$ cat src/rtl/bus_arb_pkg.sv
// Shared constants and types for the eight-way round-robin bus arbiter.
// Optional feature macro: BUS_ARB_TIMEOUT_EN (hold-time limited ownership).
package bus_arb_pkg;

  localparam int N_REQ = 8;
  localparam int SEL_W = 3;

  // Arbiter ownership state: nobody owns the bus, or one requester does.
  typedef enum logic {
    IDLE  = 1'b0,
    GRANT = 1'b1
  } arb_state_e;

  // Reset value of the last-winner pointer so the first search starts at index 0.
  localparam logic [SEL_W-1:0] LAST_RST = 3'd7;

endpackage

$ cat src/rtl/bus_arb8_rr_pick8.sv
// Combinational round-robin search: first set request bit at or after last+1,
// wrapping modulo 8. The last owner itself is examined last.
module rr_pick8
  import bus_arb_pkg::*;
(
  input  logic [N_REQ-1:0] req,
  input  logic [SEL_W-1:0] last,
  output logic [SEL_W-1:0] win,
  output logic             any
);

  // Requests rotated so that rot[0] is index last+1, rot[7] is index last.
  logic [N_REQ-1:0] rot;

  for (genvar gi = 0; gi < N_REQ; gi++) begin : g_rot
    localparam logic [SEL_W-1:0] OFS = SEL_W'(gi + 1);
    assign rot[gi] = req[SEL_W'(last + OFS)];
  end

  logic [SEL_W-1:0] ofs;

  // Lowest set bit of the rotated vector is the distance to the winner.
  always_comb begin
    ofs = '0;
    for (int i = N_REQ - 1; i >= 0; i--) begin
      if (rot[i]) begin
        ofs = SEL_W'(i);
      end
    end
  end

  assign any = |req;
  assign win = last + ofs + 3'd1;

endmodule

$ cat src/rtl/bus_arb8.sv
// Eight-requester round-robin bus arbiter driving the bus mux select.
// Optional feature macro: BUS_ARB_TIMEOUT_EN limits how long one owner may
// keep the bus while others wait (HOLD_MAX cycles).
module bus_arb8
  import bus_arb_pkg::*;
#(
  parameter int HOLD_MAX = 16
) (
  input  logic             clk,
  input  logic             rst,
  input  logic [N_REQ-1:0] req,
  output logic [SEL_W-1:0] sel,
  output logic [N_REQ-1:0] gnt,
  output logic             gnt_valid,
  output logic             gnt_new
);

  arb_state_e       state_q;
  logic [SEL_W-1:0] sel_q;
  logic [SEL_W-1:0] last_q;
  logic [N_REQ-1:0] gnt_q;
  logic             valid_q;
  logic             new_q;

  logic [SEL_W-1:0] win;
  logic             any;
  logic             rotate;
  logic             take;
  logic             drop;

  rr_pick8 u_pick (
    .req  (req),
    .last (last_q),
    .win  (win),
    .any  (any)
  );

`ifdef BUS_ARB_TIMEOUT_EN
  localparam logic [7:0] HOLD_LAST = 8'(HOLD_MAX - 1);

  logic [7:0] hold_q;
  logic       others;

  // While granted, gnt_q masks the owner; anything left is a waiting requester.
  assign others = |(req & ~gnt_q);
  assign rotate = (hold_q == HOLD_LAST) && others;

  // Hold counter: cleared on each new grant, counts owner cycles, saturates.
  always_ff @(posedge clk) begin
    if (rst) begin
      hold_q <= '0;
    end else if (take) begin
      hold_q <= '0;
    end else if (state_q == GRANT && hold_q != HOLD_LAST) begin
      hold_q <= hold_q + 8'd1;
    end
  end
`else
  // HOLD_MAX only matters with the hold limit built in; fold it away here.
  logic unused_hold;
  assign unused_hold = ^8'(HOLD_MAX);
  assign rotate      = 1'b0;
`endif

  // A new grant is issued from IDLE on any request, or from GRANT when the
  // owner releases (or is forced out) and someone else is waiting.
  assign take = any && ((state_q == IDLE) ||
                        (state_q == GRANT && (!req[sel_q] || rotate)));
  assign drop = (state_q == GRANT) && !req[sel_q] && !any;

  // Ownership FSM with registered select, grant, valid and new-grant pulse.
  always_ff @(posedge clk) begin
    if (rst) begin
      state_q <= IDLE;
      sel_q   <= '0;
      last_q  <= LAST_RST;
      gnt_q   <= '0;
      valid_q <= 1'b0;
      new_q   <= 1'b0;
    end else begin
      new_q <= 1'b0;
      case (state_q)
        IDLE: begin
          if (take) begin
            state_q <= GRANT;
            sel_q   <= win;
            last_q  <= win;
            gnt_q   <= N_REQ'(1) << win;
            valid_q <= 1'b1;
            new_q   <= 1'b1;
          end
        end
        GRANT: begin
          if (take) begin
            sel_q   <= win;
            last_q  <= win;
            gnt_q   <= N_REQ'(1) << win;
            new_q   <= 1'b1;
          end else if (drop) begin
            state_q <= IDLE;
            gnt_q   <= '0;
            valid_q <= 1'b0;
          end
        end
        default: begin
          state_q <= IDLE;
        end
      endcase
    end
  end

  assign sel       = sel_q;
  assign gnt       = gnt_q;
  assign gnt_valid = valid_q;
  assign gnt_new   = new_q;

endmodule

$ cat config.mk
export PLATFORM = sky130hd
export DESIGN_NAME = bus_arb8
export DESIGN_NICKNAME = d
export VERILOG_FILES = /design/src/rtl/bus_arb_pkg.sv /design/src/rtl/bus_arb8_rr_pick8.sv /design/src/rtl/bus_arb8.sv
export SDC_FILE = /design/constraint.sdc
export NUM_CORES = 1
export LEC_CHECK = 0
export CAP_MARGIN = 20
export CORE_UTILIZATION = 53
export CTS_CLUSTER_SIZE = 20
export DETAILED_ROUTE_END_ITERATION = 6
export HOLD_SLACK_MARGIN = 0.03
export PLACE_DENSITY = 0.79
export SLEW_MARGIN = 10
export SYNTH_ARGS = -nofsm -noshare
export SYNTH_HDL_FRONTEND = slang
export SYNTH_SLANG_ARGS = --single-unit
$ cat constraint.sdc
create_clock -name clk -period 5.35 [get_ports clk]
set_clock_uncertainty 0.1 [all_clocks]
set_input_delay 1.07 -clock clk [delete_from_list [all_inputs] [get_ports clk]]
set_output_delay 1.07 -clock clk [all_outputs]
set_load 0.02 [all_outputs]
==> results of run 1 <==
per-stage QoR:
| step | setup WS (ns) | util (%) | hold slack, ns | total power (W) | cell area [µm²] |
|---|---|---|---|---|---|
| floorplan | 1.35 | - | 0.424 | 0.000973 | 1460 |
| global placement | 0.698 | 66.3 | 0.336 | 0.00114 | 1690 |
| detailed placement | 0.480 | 66.3 | 0.342 | 0.00118 | 1690 |
| CTS | 0.802 | 67.5 | 0.353 | 0.00126 | 1720 |
| global route | 0.559 | 67.5 | 0.389 | 0.00136 | 1720 |
| finish | 0.713 | 67.5 | 0.350 | 0.00126 | 1720 |
flip-flops by register name, summed over array words and instances (netlist names):
signal,flops
gnt,8
last_q,3
sel,3
gnt_new,1
gnt_valid,1
state_q,1
how the worst max path moves through the flow:
stage	from	endpoint	slack, ns	depth (start not counted)
2_1_floorplan	last_q[0]$_SDFFE_PP1P_	last_q[2]$_SDFFE_PP1P_	1.35	18
3_3_place_gp	req[5]	last_q[2]$_SDFFE_PP1P_	0.70	14
3_5_place_dp	req[5]	last_q[2]$_SDFFE_PP1P_	0.48	14
4_1_cts	req[5]	last_q[2]$_SDFFE_PP1P_	0.80	14
5_1_grt	req[5]	last_q[2]$_SDFFE_PP1P_	0.56	14
6_report	req[5]	last_q[2]$_SDFFE_PP1P_	0.71	14
layout by cell type, fill, tap and decap left out, types with 5 or more instances in the layout:
master and n:
mux2i_1 13, mux2_2 5, o21ai_0 5, a22o_1 5
dfxtp_1 17, inv_1 6, mux4_2 8, nand2_1 7
clkdlybuf4s50_1 22, nor2_1 17
routing by layer:
layer / wire (µm) / part of all wire, %
met4: 34 / 0.97
met3: 157 / 4.5
met2: 1710 / 49
met5: 0 / 0
met1: 1610 / 46
cells by family after synthesis:
kind of cell,Yosys count
and+or+nand+nor,42
muxes,30
DFF,17
adders and majority gates,4
buffers and inverters,12
xor gates and xnor gates,5
AOI/OAI and AO/OA,37
tightest hold or removal path, stage by stage (launching register included):
cell     delay [ns]
dfxtp_1        0.32
nand2_1        0.05
o21ai_1        0.05
power breakdown:
part           switching (W)  leakage, nW  internal [W]
Combinational       0.000545        0.501      0.000436
Clock              0.0000417       0.0139     0.0000284
Sequential         0.0000418        0.140      0.000169
Total               0.000629        0.655      0.000634
area by class of cell:
cell class | instances | area [µm²]
Tap cell | 30 | 37.5
Inverter | 7 | 26.3
Clock buffer | 3 | 22.5
Timing Repair Buffer | 23 | 228
Sequential cell | 17 | 340
Fill cell | 216 | 828
Clock inverter | 1 | 7.51
Multi-Input combinational cell | 118 | 1050
==> results.md, run 1 <==
- CTS tree: built
- Post-CTS Hold Buffers: 0
- Initial antenna violation count: 0
- Hold WC Path Type: register to register
- GRT busiest layer: met2
- Placed Cells incl. Taps: 195
- YS warnings: 0
- First-pass GRT wire length: 5.74 mm
- Reg2reg end: last_q[2]$_SDFFE_PP1P_
- Grt ovf: 0
- Worst path most repeated cell: o221ai_1
- Layout cells sized above 1: 17.2%
- Slew HR: 40.4%
- Area Growth Syn to Fin: 17.9%
- Distinct cells, synth: 47
- Critical Path AT: 4.72 ns
- Core area: 2540 µm²
- WS Path Type: input pin to register
- Synth cell count leaders: dfxtp_1 (17), nor2_1 (17), mux2i_1 (13)
- XOR/XNOR Fraction of Synth Area: 3.52%
- Pre-Repair DR Iteration Count: 4
- Hold Crit Endpoint: gnt[4]$_SDFFE_PP0P_
- Antenna violation net count after detailed routing: 0
- Largest family of logic cells by synthesized area: multiplexers
- Sequential share of the synthesized area: 23.4%
- Die area: 2960 µm²
- Die width: 54.4 µm
- CP top delay family: compound AO/OA/AOI/OAI gates
- Starting Density: 57.2%
- Final hold violations: 0
- Req. time, crit path: 5.43 ns
- CTS Root Cell: clkbuf_4
- Post-CTS setup buffers: 0
- Clock buffer depth: 2
- Met2 Use GR: 43.7%
- Final cell count without fillers: 199
- Worst Hold Launch: gnt[4]$_SDFFE_PP0P_
- Num CTS Buffers: 3
- DRC viols: 0
- Period utilization: 86.7%
- Synthesized area: 1460 µm²
- Cells after Synth: 147
- Largest area contributor in the synthesized netlist: dfxtp_1
- Row count: 18
- Post-synth top flop: dfxtp_1
- Chip Height: 54.4 µm
- Final setup viols: 0
- GRT Total Usage: 27.3%
- Final Routed Wirelength: 3.51 mm
- P per Cell Area: 736 nW/µm²
- Yosys reg bits: 17
- Met3 usage: 5.56%
- Via/cell ratio: 6.54
- Syn Area/Cell: 9.91 µm²
- Largest net degree at the start of global routing: 16
- RSZ-0062 raised after global routing: false
- Gp weighted congestion: 0.881
- Clk slew on worst S/H paths: 0.10 ns
- Async set-reset flop share out of synthesis: 0%
- Synth Area in Simple Gates: 13.7%
- I/O pins: 23
- Tmin final: 4.64 ns
- Worst-Margin Slew: 0.888 ns
- H-tree depth: 1
- Top cell type's share of synthesized area: 23.4%
- Resized cells post-CTS: 0
- DRT iter0 DRCs: 45
- Adder-cell area share of the yosys netlist: 3.95%
- Max-cap violations: 0
- Final Max Slew Viols: 0
- Critical path, cell by cell: clkdlybuf4s50_1 -> nor2b_1 -> a211oi_1 -> a221oi_2 -> o21ai_0 -> a22o_1 -> o221ai_1 -> a21o_1 -> ha_1 -> fa_1 -> nor2_1 -> o221ai_1 -> and3_1 -> or3_1
- Post-synthesis compound-gate area fraction: 21.9%
- Status: finished, final reports clean
- Buf/Inv on CP: 1
- Post-synth net total: 161
- Crit-path slowest cell: clkdlybuf4s50_1
- Final nets: 184
- IO buf count: 22
- Crit-path max cell delay: 0.53 ns
- DR WL/cell: 17.7 µm
- Nature of the critical path endpoint: register
- CP max FO: 7
- Reg2reg setup slack: 0.84 ns
- M1 GR Usage: 37.6%
- Diode count: 0
- Post-synthesis mux area share: 29.3%
- Hold depth: 2
- Area contributors post-synth: dfxtp_1 (23%), mux4_2 (12%), mux2i_1 (8.9%)
- Number of flops mapped to enable cells by yosys: 0
- Clock Sinks: 17
- Vias post-DR: 1301
- Vias in the first global route: 1206
- Worst-skew pair later-pin latency: 0.29 ns
- Critical R2R Launch: last_q[0]$_SDFFE_PP1P_
- Worst r2r path cells: 16
- Fmax: 0.216 GHz
- Worst IR drop on VDD: 463 µV
- LEAKAGE: 0.655 nW
- Post-DP HPWL: 2.80 mm
- Crit start category: input pin
- Setup TNS: 0 ns
No activity file was read; power rests on OpenSTA's default activity.
==> run 2, diff against run 1 <==
Settings changed: GPL_TIMING_DRIVEN from default to 1.
==> results of run 2 <==
No change in the layout: final DEF, timing and power equal those of run 1.
==> run 3, diff against run 2 <==
Settings changed: CORE_UTILIZATION 53 to 48, PLACE_DENSITY 0.79 to 0.75, SKIP_CTS_REPAIR_TIMING from default to 1.
Clock period 5.35 ns to 4.21 ns, I/O delays scaled along.
==> run 3 against run 2 <==
Net effect: sequential share of layout area is 0.99 points lower; die area is 10% higher; combinational power is 43% higher; clock power is 22% higher; cell area is 5.2% higher; wire length is 2.0% higher; via count is 3.8% higher; critical path depth stayed put; final cell count is 6.5% higher.
==> results.md, run 3 (same netlist as run 1, synthesis figures left out) <==
- Final hold violations: 0
- Antenna violation net count after detailed routing: 0
- Layout cells sized above 1: 22.7%
- Placed Cells incl. Taps: 208
- Gp weighted congestion: 0.859
- CP startpoint: req[7]
- CTS Root Cell: clkbuf_4
- Largest net degree at the start of global routing: 15
- Reg2reg end: last_q[2]$_SDFFE_PP1P_
- Number of flip-flops in the largest register: 8
- P per Cell Area: 963 nW/µm²
- Num CTS Buffers: 3
- Max-cap violations: 0
- Hold Crit Endpoint: gnt[4]$_SDFFE_PP0P_
- Worst Hold Launch: gnt[4]$_SDFFE_PP0P_
- Slew HR: 48.5%
- Starting Density: 51.9%
- Final nets: 196
- Post-DP HPWL: 2.83 mm
- Clk slew on worst S/H paths: 0.09 ns
- First-pass GRT wire length: 6.24 mm
- Crit start category: input pin
- Worst-skew pair later-pin latency: 0.29 ns
- Hold depth: 2
- Worst-Margin Slew: 0.773 ns
- CTS tree: built
- Final cell count without fillers: 212
- Nature of the critical path endpoint: register
- Critical path, cell by cell: clkdlybuf4s50_1 -> mux2_4 -> mux2i_1 -> mux2i_1 -> o21ai_0 -> a22o_1 -> o221ai_1 -> a21o_1 -> ha_1 -> fa_1 -> nor2_1 -> o221ai_1 -> and3_1 -> or3_1
- Req. time, crit path: 4.29 ns
- IO buf count: 22
- Most common cell after layout, fill and taps aside: clkdlybuf4s50_1
- Crit-path slowest cell: clkdlybuf4s50_1
- Most frequent cells in the layout: clkdlybuf4s50_1 (22), nor2_1 (17), dfxtp_1 (17), mux2i_1 (13), buf_4 (13)
- Vias in the first global route: 1360
- WS Path Type: input pin to register
- Clock buffer depth: 2
- Worst IR drop on VDD: 460 µV
- Clock Sinks: 17
- Die area: 3260 µm²
- Status: finished, final reports clean
- Worst r2r path cells: 16
- Layout Utilization: 64.4%
- Hold WC Path Type: register to register
- GRT Total Usage: 24.1%
- Diode count: 0
- RSZ-0062 raised after global routing: false
- I/O pins: 23
- Pre-Repair DR Iteration Count: 4
- Final Routed Wirelength: 3.58 mm
- LEAKAGE: 0.712 nW
- Critical Path AT: 4.10 ns
- Row count: 19
- Critical R2R Launch: last_q[1]$_SDFFE_PP1P_
- Final Max Slew Viols: 0
- Chip Height: 57.1 µm
- DRT iter0 DRCs: 44
- Grt ovf: 0
- CP max FO: 7
- Final setup viols: 0
- Reg2reg setup slack: 0.27 ns
- Crit-path max cell delay: 0.52 ns
- Period utilization: 95.5%
- Vias post-DR: 1351
- Core area: 2810 µm²
- Fmax: 0.249 GHz
- DRC viols: 0
- DR WL/cell: 16.9 µm
- Tmin final: 4.02 ns
- Initial antenna violation count: 0
- Die width: 57.1 µm
- Setup TNS: 0 ns
- Area Growth Syn to Fin: 24.1%
- Via/cell ratio: 6.37
- H-tree depth: 1
run 3: per-layer routing:
layer	GRT usage, %	part of all wire (%)	up-vias
met5	0	0	-
met4	5.57	0.61	0
met3	4.08	2.9	4
met2	39.8	49	34
met1	33.0	48	670
li1	-	-	643
run 3: report_power, final:
group / leakage (nW) / total, W / internal, W / switching, W
Combinational: 0.557 / 0.00140 / 0.000656 / 0.000745
Clock: 0.0150 / 0.0000855 / 0.0000369 / 0.0000487
Sequential: 0.140 / 0.000254 / 0.000215 / 0.0000387
Total: 0.712 / 0.00174 / 0.000908 / 0.000833
run 3: worst max-delay path, delay by kind of cell:
family | cells | cell delay (ns)
AND/OR/NAND/NOR | 3 | 0.62
multiplexers | 3 | 0.73
buffers and inverters | 1 | 0.52
adder cells (fa/ha/maj) | 2 | 0.57
AO/OA/AOI/OAI | 5 | 0.82
run 3: worst max path at each step:
stage	cells after the start	endpoint	slack (ns)
floorplan	18	last_q[2]$_SDFFE_PP1P_	0.21
global placement	14	last_q[2]$_SDFFE_PP1P_	0.05
detailed placement	14	last_q[2]$_SDFFE_PP1P_	-0.02
CTS	16	last_q[2]$_SDFFE_PP1P_	0.26
global route	16	last_q[2]$_SDFFE_PP1P_	0.01
finish	14	last_q[2]$_SDFFE_PP1P_	0.19
run 3: stage by stage:
step,setup WS [ns],power (W),hold slack [ns],area [µm²]
floorplan,0.213,0.00124,0.424,1460
global placement,0.0482,0.00157,0.338,1780
detailed placement,-0.0231,0.00162,0.353,1780
CTS,0.258,0.00172,0.369,1800
global route,0.0109,0.00187,0.405,1810
finish,0.191,0.00174,0.367,1810
run 3: layout make-up:
| cell class | instances | area, µm² |
|---|---|---|
| fill | 240 | 998 |
| inverter | 7 | 26.3 |
| timing repair buffer | 35 | 318 |
| sequential | 17 | 340 |
| clock buffer | 4 | 26.3 |
| multi-input combinational | 118 | 1060 |
| tap | 31 | 38.8 |
